## config.mk

```make
export PLATFORM = sky130hd
export DESIGN_NAME = onewire_arbiter_flat
export DESIGN_NICKNAME = d
export VERILOG_FILES = /design/src/rtl/onewire_pkg.sv /design/src/rtl/onewire_arbiter_if.sv /design/src/rtl/onewire_arbiter_rr.sv /design/src/rtl/onewire_arbiter.sv /design/src/flat_wrapper.sv
export SDC_FILE = /design/constraint.sdc
export NUM_CORES = 1
export LEC_CHECK = 0
export CORE_AREA = 2 2 161 163
export CTS_CLUSTER_SIZE = 10
export DETAILED_ROUTE_END_ITERATION = 10
export DIE_AREA = 0 0 163 165
export PLACE_DENSITY = 0.67
export SLEW_MARGIN = 20
export SYNTH_ARGS = -nofsm -noshare
export SYNTH_HDL_FRONTEND = slang
export SYNTH_SLANG_ARGS = --single-unit
```

## constraint.sdc

```tcl
create_clock -name clk -period 8.05 [get_ports clk]
set_input_delay 1.61 -clock clk [delete_from_list [all_inputs] [get_ports clk]]
set_output_delay 1.61 -clock clk [all_outputs]
set_load 0.02 [all_outputs]
```

## src/rtl/onewire_pkg.sv

```systemverilog
// Shared constants and types for the 1-wire master arbiter.
// State encodings are plain constants so older flows can consume them.
package onewire_pkg;

   localparam int DATA_W          = 56;
   localparam int TIMEOUT_CYC_DEF = 20000;
   localparam int GAP_CYC_DEF     = 16;

   localparam logic [2:0] ST_IDLE  = 3'd0;
   localparam logic [2:0] ST_START = 3'd1;
   localparam logic [2:0] ST_WAIT  = 3'd2;
   localparam logic [2:0] ST_RESP  = 3'd3;
   localparam logic [2:0] ST_GAP   = 3'd4;

   typedef struct packed {
      logic [DATA_W-1:0] data;
      logic              error;
      logic              timeout;
   } rsp_t;

endpackage

```

## src/rtl/onewire_arbiter_if.sv

```systemverilog
// Requester and 1-wire master signals of the arbiter.
// The master modport is the arbiter side; slave is the environment side.
interface onewire_arbiter_if #(
   parameter int NUM_REQ = 4
);

   localparam int DW = onewire_pkg::DATA_W;

   logic [NUM_REQ-1:0]    i_req;
   logic [NUM_REQ*DW-1:0] i_req_data;
   logic [NUM_REQ-1:0]    o_gnt;
   logic [NUM_REQ-1:0]    o_done;
   logic [DW-1:0]         o_rsp_data;
   logic                  o_rsp_error;
   logic                  o_rsp_timeout;
   logic                  o_busy;
   logic                  o_tx_start;
   logic [DW-1:0]         o_tx_data;
   logic                  i_tx_done;
   logic [DW-1:0]         i_rx_data;
   logic                  i_rx_error;

   modport master (
      input  i_req, i_req_data,
      input  i_tx_done, i_rx_data, i_rx_error,
      output o_gnt, o_done, o_busy,
      output o_rsp_data, o_rsp_error, o_rsp_timeout,
      output o_tx_start, o_tx_data
   );

   modport slave (
      output i_req, i_req_data,
      output i_tx_done, i_rx_data, i_rx_error,
      input  o_gnt, o_done, o_busy,
      input  o_rsp_data, o_rsp_error, o_rsp_timeout,
      input  o_tx_start, o_tx_data
   );

endinterface

```

## src/rtl/onewire_arbiter_rr.sv

```systemverilog
// Combinational round-robin picker: first request above i_ptr, wrapping.
// Produces a one-hot grant, or all zeros when nothing is requested.
module rr_arbiter #(
   parameter int NUM_REQ = 4,
   parameter int PW      = $clog2(NUM_REQ)
) (
   input  logic [NUM_REQ-1:0] i_req,
   input  logic [PW-1:0]      i_ptr,
   output logic [NUM_REQ-1:0] o_gnt
);

   logic          found;
   logic [PW-1:0] idx;

   always_comb begin
      o_gnt = '0;
      found = 1'b0;
      idx   = '0;
      for (int i = 1; i <= NUM_REQ; i++) begin
         idx = PW'((int'(i_ptr) + i) % NUM_REQ);
         if (!found && i_req[idx]) begin
            o_gnt[idx] = 1'b1;
            found      = 1'b1;
         end
      end
   end

endmodule

```

## src/rtl/onewire_arbiter.sv

```systemverilog
// Shares one 1-wire master between NUM_REQ requesters: grant, start,
// wait for done or timeout, return the response, then hold a bus gap.
module onewire_arbiter
   import onewire_pkg::*;
#(
   parameter int NUM_REQ     = 4,
   parameter int TIMEOUT_CYC = TIMEOUT_CYC_DEF,
   parameter int GAP_CYC     = GAP_CYC_DEF
) (
   input logic               clk,
   input logic               reset,
   onewire_arbiter_if.master bus
);

   localparam int PW      = $clog2(NUM_REQ);
   localparam int CNT_MAX = (TIMEOUT_CYC > GAP_CYC) ? TIMEOUT_CYC : GAP_CYC;
   localparam int CW      = $clog2(CNT_MAX);

   localparam logic [CW-1:0] TO_LAST  = CW'(TIMEOUT_CYC - 1);
   localparam logic [CW-1:0] GAP_LAST = CW'(GAP_CYC - 1);

   logic [2:0]         state_q, state_d;
   logic [PW-1:0]      ptr_q, ptr_d;
   logic [CW-1:0]      cnt_q, cnt_d;
   logic [NUM_REQ-1:0] gnt_q, gnt_d;
   logic [NUM_REQ-1:0] done_q, done_d;
   logic               tx_start_q, tx_start_d;
   logic [DATA_W-1:0]  tx_data_q, tx_data_d;
   rsp_t               rsp_q, rsp_d;

   logic [NUM_REQ-1:0] arb_gnt;
   logic [DATA_W-1:0]  arb_data;
   logic [PW-1:0]      win_idx;
   logic [CW-1:0]      cnt_inc;

   rr_arbiter #(
      .NUM_REQ (NUM_REQ),
      .PW      (PW)
   ) u_rr (
      .i_req (bus.i_req),
      .i_ptr (ptr_q),
      .o_gnt (arb_gnt)
   );

   always_comb begin
      arb_data = '0;
      for (int k = 0; k < NUM_REQ; k++) begin
         if (arb_gnt[k]) arb_data = bus.i_req_data[k*DATA_W +: DATA_W];
      end
   end

   always_comb begin
      win_idx = '0;
      for (int k = 0; k < NUM_REQ; k++) begin
         if (gnt_q[k]) win_idx = PW'(k);
      end
   end

   assign cnt_inc = cnt_q + CW'(1);

   always_comb begin
      state_d    = state_q;
      ptr_d      = ptr_q;
      cnt_d      = cnt_q;
      gnt_d      = gnt_q;
      done_d     = '0;
      tx_start_d = 1'b0;
      tx_data_d  = tx_data_q;
      rsp_d      = rsp_q;
      unique case (state_q)
         ST_IDLE: begin
            if (|bus.i_req) begin
               gnt_d      = arb_gnt;
               tx_data_d  = arb_data;
               tx_start_d = 1'b1;
               state_d    = ST_START;
            end
         end
         ST_START: begin
            cnt_d   = '0;
            state_d = ST_WAIT;
         end
         ST_WAIT: begin
            cnt_d = cnt_inc;
            // done takes precedence over a timeout in the same cycle
            if (bus.i_tx_done) begin
               rsp_d.data    = bus.i_rx_data;
               rsp_d.error   = bus.i_rx_error;
               rsp_d.timeout = 1'b0;
               done_d        = gnt_q;
               state_d       = ST_RESP;
            end else if (cnt_inc == TO_LAST) begin
               rsp_d.data    = '0;
               rsp_d.error   = 1'b0;
               rsp_d.timeout = 1'b1;
               done_d        = gnt_q;
               state_d       = ST_RESP;
            end
         end
         ST_RESP: begin
            ptr_d   = win_idx;
            cnt_d   = '0;
            gnt_d   = '0;
            state_d = ST_GAP;
         end
         ST_GAP: begin
            cnt_d = cnt_inc;
            if (cnt_q == GAP_LAST) begin
               cnt_d   = '0;
               state_d = ST_IDLE;
            end
         end
         default: begin
            state_d = ST_IDLE;
         end
      endcase
   end

   always_ff @(posedge clk) begin
      if (reset) begin
         state_q    <= ST_IDLE;
         ptr_q      <= PW'(NUM_REQ - 1);
         cnt_q      <= '0;
         gnt_q      <= '0;
         done_q     <= '0;
         tx_start_q <= 1'b0;
         tx_data_q  <= '0;
         rsp_q      <= '0;
      end else begin
         state_q    <= state_d;
         ptr_q      <= ptr_d;
         cnt_q      <= cnt_d;
         gnt_q      <= gnt_d;
         done_q     <= done_d;
         tx_start_q <= tx_start_d;
         tx_data_q  <= tx_data_d;
         rsp_q      <= rsp_d;
      end
   end

   assign bus.o_gnt         = gnt_q;
   assign bus.o_done        = done_q;
   assign bus.o_busy        = (state_q != ST_IDLE);
   assign bus.o_tx_start    = tx_start_q;
   assign bus.o_tx_data     = tx_data_q;
   assign bus.o_rsp_data    = rsp_q.data;
   assign bus.o_rsp_error   = rsp_q.error;
   assign bus.o_rsp_timeout = rsp_q.timeout;

endmodule

```

## src/flat_wrapper.sv

```systemverilog
// flat-port wrapper written by rule: the top's interface ports become plain ports
module onewire_arbiter_flat import onewire_pkg::*;
#(
   parameter int NUM_REQ     = 4,
   parameter int TIMEOUT_CYC = TIMEOUT_CYC_DEF,
   parameter int GAP_CYC     = GAP_CYC_DEF
)
  (clk, reset, bus_i_req, bus_i_req_data, bus_i_tx_done, bus_i_rx_data, bus_i_rx_error, bus_o_gnt, bus_o_done, bus_o_busy, bus_o_rsp_data, bus_o_rsp_error, bus_o_rsp_timeout, bus_o_tx_start, bus_o_tx_data);
  onewire_arbiter_if #(.NUM_REQ(NUM_REQ)) bus_i ();
  input logic clk;
  input logic reset;
  input wire logic [$bits(bus_i.i_req)-1:0] bus_i_req;
  input wire logic [$bits(bus_i.i_req_data)-1:0] bus_i_req_data;
  input wire logic [$bits(bus_i.i_tx_done)-1:0] bus_i_tx_done;
  input wire logic [$bits(bus_i.i_rx_data)-1:0] bus_i_rx_data;
  input wire logic [$bits(bus_i.i_rx_error)-1:0] bus_i_rx_error;
  output wire logic [$bits(bus_i.o_gnt)-1:0] bus_o_gnt;
  output wire logic [$bits(bus_i.o_done)-1:0] bus_o_done;
  output wire logic [$bits(bus_i.o_busy)-1:0] bus_o_busy;
  output wire logic [$bits(bus_i.o_rsp_data)-1:0] bus_o_rsp_data;
  output wire logic [$bits(bus_i.o_rsp_error)-1:0] bus_o_rsp_error;
  output wire logic [$bits(bus_i.o_rsp_timeout)-1:0] bus_o_rsp_timeout;
  output wire logic [$bits(bus_i.o_tx_start)-1:0] bus_o_tx_start;
  output wire logic [$bits(bus_i.o_tx_data)-1:0] bus_o_tx_data;
  assign bus_i.i_req = bus_i_req;
  assign bus_i.i_req_data = bus_i_req_data;
  assign bus_i.i_tx_done = bus_i_tx_done;
  assign bus_i.i_rx_data = bus_i_rx_data;
  assign bus_i.i_rx_error = bus_i_rx_error;
  assign bus_o_gnt = bus_i.o_gnt;
  assign bus_o_done = bus_i.o_done;
  assign bus_o_busy = bus_i.o_busy;
  assign bus_o_rsp_data = bus_i.o_rsp_data;
  assign bus_o_rsp_error = bus_i.o_rsp_error;
  assign bus_o_rsp_timeout = bus_i.o_rsp_timeout;
  assign bus_o_tx_start = bus_i.o_tx_start;
  assign bus_o_tx_data = bus_i.o_tx_data;
  onewire_arbiter #(.NUM_REQ(NUM_REQ), .TIMEOUT_CYC(TIMEOUT_CYC), .GAP_CYC(GAP_CYC)) u_core (.clk(clk), .reset(reset), .bus(bus_i));
endmodule
```

==> metrics, run 1 <==
final instance area 12950 sq um; ys async rst share 0%; combinational share of power 43.8%; Most Used Layer, Global Route met2; hold path cells 2; io pins 412; synthesized cell area 8123 sq um; buffer depth of the longest clock path 2; largest net degree at the start of global routing between 80 and 90; Initial Utilization between 30% and 40%; final worst-path cycle share 64.62%; WP data required around 8.4 ns; Post-Syn Nets 1259; hold path endpoint u_core.bus.o_done[0]; outcome finished clean; ratio of cells with drive above 1 in the final layout 5.797%; Post-DP Area approximately 12000 sq um; GR Overflow Total 0; Crit. End Element register; clock root buffer clkbuf_16; final hold vios 0; Vias/cell 5.424; Total GRT Usage 22.86%; CP arrival 5.55 ns; most common cell after layout, fill and taps aside clkdlybuf4s50_1; Slew headroom a little over a quarter; Avg WL per Cell roughly 20 um; Max VDD drop about 0.14 mV; CTS tree yes; Mapped Avg Cell Area 8.452 sq um; Clk pin slew, worst setup/hold paths 0.06 ns; Sw Share 37.50%; Vert. Die Dim 165 um; CTS Hold Bufs 0; Worst setup SP type primary input; CP max FO 58; Synth Register Bits roughly 140; Via Count about 8900; DR iter-0 viols 612; Max-cap violations 0; number of routed nets with antenna violations 0; final setup vio count 0; Gate Count Post-Synth about 960; met3 Use GR 7.659%; M2 GR Usage roughly 39%; cell row count 58; Area Growth Syn to Fin 59.40%; final wirelength between 30000 and 40000 um; fmax 0.1922 GHz; Fill cells 2302; GPL Wtd Cong approximately 0.84; Most used DFF post-synth dfxtp_1; CP Class in -> reg; Num CTS Buffers 17; RSZ-0062 raised after global routing false; # port buffers 411; most frequent cells in the layout clkdlybuf4s50_1 (410), dfxtp_1 (143), nor2_1 (127), inv_1 (65), and3_1 (61); Clock power frac 25.8%; Post-CTS Resized 0; H-tree depth 4; post-route setup TNS 0 ns; Pint between 1.5 and 2 mW; post-synthesis sequential area ratio 35.24%; post-layout util 51.71%; Hold WC Path Type reg -> reg; max-slew violations 0; Seq pwr share 30.4%; setup slack, reg-to-reg 3.38 ns; clock skew about 0.012 ns; Final min period roughly 5.2 ns; drt pass-1 iters 5; clk_lat worst skew 0.41 ns; first-pass GRT wire length 47990 um; number of flops mapped to enable cells by yosys 0; hold_sp u_core.bus.o_gnt[0]; Distinct cells, synth 53; Slew @ Worst Pin around 1.1 ns; Worst Slack Setup Final 2.848 ns; Crit Reg-Reg Endpoint u_core.bus.o_tx_data[25]; NetSw 1.151 mW; clock sink count 143; GRT met1 Usage 26.76%; postcts setup bufs 0; FF-to-FF Start u_core.ptr_q[0]; CORE AREA 25040 sq um; vias in the first global route about 8700; worst slack at placement 2.435 ns; P per Cell Area 237.0 nW/um^2; initial antenna violation count 5; YS warnings 0; die area around 27000 sq um; Leakage 5.445 nW; FF-to-FF path depth 10; die width between 150 and 200 um; DRC 0; final net count around 1600; Post-DP HPWL around 23000 um
synth_stat cells (all sizes together), types with 16 or more instances:
library cell,instances,area (sq um)
inv,65,244.0
a22o,57,499.2
a21oi,16,80.08
clkbuf,86,322.8
dfxtp,143,2863
o221a,56,630.6
nand2,28,105.1
and3,62,387.9
a21o,58,435.4
nor2,129,484.2
a211oi,61,457.9
buf,16,107.6
o2111ai,56,490.5
cell type report:
cell class / count / area [sq um] / area share (%)
Antenna cell: 4 / 10.01 / 0.07731
Multi-Input combinational cell: 651 / 4654 / 35.95
Timing Repair Buffer: 421 / 4187 / 32.33
Clock inverter: 12 / 133.9 / 1.034
Sequential cell: 143 / 2863 / 22.11
Inverter: 65 / 244.0 / 1.884
Clock buffer: 19 / 442.9 / 3.421
Tap cell: 330 / 412.9 / 3.189
routing by layer:
layer  share of wire [%]  vias up
met5                   0        -
met4                 2.7        0
met3                 9.4       39
met2                  48      394
met1                  40     4190
li1                    -     4300
through the flow:
stage / hold WS (ns) / cells / power [mW]
floorplan: 0.4602 / 961 / 1.694
global placement: 0.4556 / 1610 / 2.274
detailed placement: 0.4663 / 1610 / 2.291
CTS: 0.4740 / 1641 / 3.089
global route: 0.4918 / 1643 / 3.227
finish: 0.4682 / 1645 / 3.069
power by group through the flow:
stage          logic, mW  registers (mW)  clock network, mW
6_report            1.34           0.933              0.791
5_1_grt             1.44           0.948              0.839
4_1_cts             1.35           0.932              0.811
3_5_place_dp        1.35           0.945                  0
3_3_place_gp        1.33           0.943                  0
2_1_floorplan      0.619            1.08                  0
kinds of logic after synthesis:
family	after synthesis	synth area share, %
compound gates	343	35.47
xor+xnor	4	0.4314
fa+ha+maj	10	1.540
buf+inv	167	8.302
flops	143	35.24
mux	12	2.095
simple gates	282	16.91
worst max-delay path by stage:
stage	from	endpoint	slack (ns)	depth (start not counted)
2_1_floorplan	bus_i_req[0]	u_core.bus.o_tx_data[21]	4.37	9
6_report	bus_i_req[2]	u_core.bus.o_tx_data[25]	2.85	9
3_3_place_gp	bus_i_req[2]	u_core.bus.o_tx_data[30]	2.54	9
4_1_cts	bus_i_req[2]	u_core.bus.o_tx_data[25]	2.87	9
3_5_place_dp	bus_i_req[2]	u_core.bus.o_tx_data[7]	2.44	9
5_1_grt	bus_i_req[2]	u_core.bus.o_tx_data[25]	2.70	9
worst max-delay path, stage by stage:
cell and delay, ns:
clkdlybuf4s50_1 0.52, mux4_2 0.64, nor3b_2 0.37, o2bb2ai_1 0.23
or2_2 0.17, buf_4 0.56, or3_2 0.68, buf_4 0.45
o221a_1 0.24
registers in the layout (all words and copies together) (netlist names):
register                  cells
u_core.bus.o_gnt              4
u_core.bus.o_done             4
u_core.cnt_q                 15
u_core.bus.o_rsp_error        1
u_core.bus.o_tx_start         1
u_core.state_q                3
u_core.bus.o_rsp_data        56
u_core.bus.o_tx_data         56
u_core.ptr_q                  2
u_core.bus.o_rsp_timeout      1
No activity file was read; power rests on OpenSTA's default activity.
==> inputs of run 2 (changes only) <==
- CORE_AREA: 2 2 161 163 -> 2 2 162 164
- DIE_AREA: 0 0 163 165 -> 0 0 164 166
- PLACE_DENSITY: 0.67 -> 0.66
- clock period: 8.05 -> 5.05 ns (I/O delays scaled with it)
==> metrics, run 2 (synthesis results as in run 1) <==
Avg WL per Cell 19.96 um (+0.73%); Tot Pwr 5.017 mW (+63%); die area 27220 sq um (+1.2%); GPL Wtd Cong 0.8871 (+5.1%); number of routed nets with antenna violations 0 (unchanged); vias in the first global route 8814 (+1.7%); clock skew 0.01746 ns (+0.005718 ns); clock root buffer clkbuf_16; cell row count 59 (+1.7%); die width 164 um (+0.61%); Post-DP HPWL 23230 um (+2.1%); Fill cells 2444 (+6.2%); CTS Hold Bufs 0 (unchanged); ratio of cells with drive above 1 in the final layout 6.378% (+0.58 points); H-tree depth 4 (unchanged); most frequent cells in the layout clkdlybuf4s50_1 (410), dfxtp_1 (143), nor2_1 (126), inv_1 (65), and3_1 (61); first-pass GRT wire length 49920 um (+4.0%); Clk pin slew, worst setup/hold paths 0.06 ns (about the same); postcts setup bufs 0 (unchanged); Area Growth Syn to Fin 60.72%; drt pass-1 iters 5 (unchanged); Vert. Die Dim 166 um (+0.61%); GR Overflow Total 0 (unchanged); final wirelength 33070 um (+1.5%); Initial Utilization 31.71% (-0.73 points); outcome finished clean; post-route setup TNS 0 ns (unchanged); Max VDD drop 0.2484 mV (+80%); Vias/cell 5.428 (about the same); CP max FO 56 (-3.4%); fmax 0.2642 GHz; clk_lat worst skew 0.42 ns (about the same); final worst-path cycle share 74.96%; CORE AREA 25620 sq um (+2.3%); Num CTS Buffers 17 (unchanged); Slew @ Worst Pin 0.8526 ns (-0.2353 ns); Leakage 5.496 nW (+0.95%); CP Class reg -> reg; initial antenna violation count 7 (+2); Hold WC Path Type reg -> reg; Total GRT Usage 23.20% (+0.34 points); DRC 0 (unchanged); buffer depth of the longest clock path 2 (unchanged); Post-CTS Resized 0 (unchanged); most common cell after layout, fill and taps aside clkdlybuf4s50_1; largest net degree at the start of global routing 70 (-20%); Via Count 8995 (+0.81%); final hold vios 0 (unchanged); max-slew violations 0 (unchanged); clock sink count 143 (unchanged); WP data required 5.35 ns (-3.05 ns); P per Cell Area 384.3 nW/um^2 (+62%); CTS tree yes; io pins 412 (unchanged); DR iter-0 viols 612 (unchanged); final setup vio count 0 (unchanged); RSZ-0062 raised after global routing false; final net count 1603 (+0.38%); Crit. End Element register; CP arrival 4.08 ns (-1.47 ns); Max-cap violations 0 (unchanged); Slew headroom 42.64% (+15 points); Final min period 3.785 ns; # port buffers 411 (unchanged); Worst setup SP type register
## run 2: cell count changes in the layout (fill, tap and decap cells not counted), moves of 2 or more
cell / delta
clkinv_2: -3
inv_6: +2
buf_12: +2
buf_4: +4
## run 2: final cells by class
class	instances	area (sq um)	area share, %
clock buffer	18	439.2	3.364
inverter	65	244.0	1.869
tap	335	419.2	3.211
timing repair buffer	427	4257	32.60
clock inverter	13	177.7	1.361
antenna	5	12.51	0.09584
sequential	143	2863	21.93
multi-input combinational	651	4643	35.57
## run 2: path summary, 6_finish.rpt
path / slack (ns) / endpoint / depth (start not counted) / startpoint
worst max-delay path: 1.26 / u_core.bus.o_tx_data[32] / 9 / u_core.ptr_q[0]
worst min-delay path: 0.47 / u_core.bus.o_done[0] / 2 / u_core.bus.o_gnt[0]
worst max register to register: 1.26 / u_core.bus.o_tx_data[32] / 9 / u_core.ptr_q[0]
worst min register to register: 0.47 / u_core.bus.o_done[0] / 2 / u_core.bus.o_gnt[0]
## run 2: worst max-delay path, cell delays in order, from the launching register on
cell and delay [ns]:
dfxtp_1 0.68, inv_1 0.26, ha_1 0.45, mux4_2 0.44, a21oi_1 0.17, o2bb2ai_1 0.12
or2_2 0.32, or3_2 0.44, buf_4 0.32, o221a_2 0.38
## run 2: per-stage QoR
step,cell area (sq um),hold WS [ns],worst slack [ns],util [%],instances
global placement,12400,0.4559,1.004,48.42,1620
finish,13060,0.4706,1.265,50.96,1657
detailed placement,12430,0.4670,0.9737,48.51,1621
global route,13050,0.4895,1.012,50.94,1654
floorplan,8123,0.4602,1.966,-,961
CTS,13040,0.4758,1.284,50.92,1652
## run 2: power by group
group	total, mW	leakage (nW)	switching, mW	internal, mW
Sequential	1.49	1.17	0.152	1.34
Clock	1.36	0.296	0.560	0.803
Combinational	2.17	4.03	1.17	0.993
Total	5.02	5.50	1.88	3.13
## run 2: routing by layer
| metal | wire length (um) | track usage, % | vias up |
|---|---|---|---|
| li1 | - | - | 4314 |
| met1 | 13220 | 27.30 | 4249 |
| met2 | 16100 | 40.35 | 386 |
| met3 | 2929 | 6.593 | 42 |
| met4 | 800 | 7.513 | 4 |
| met5 | 27 | 0 | - |
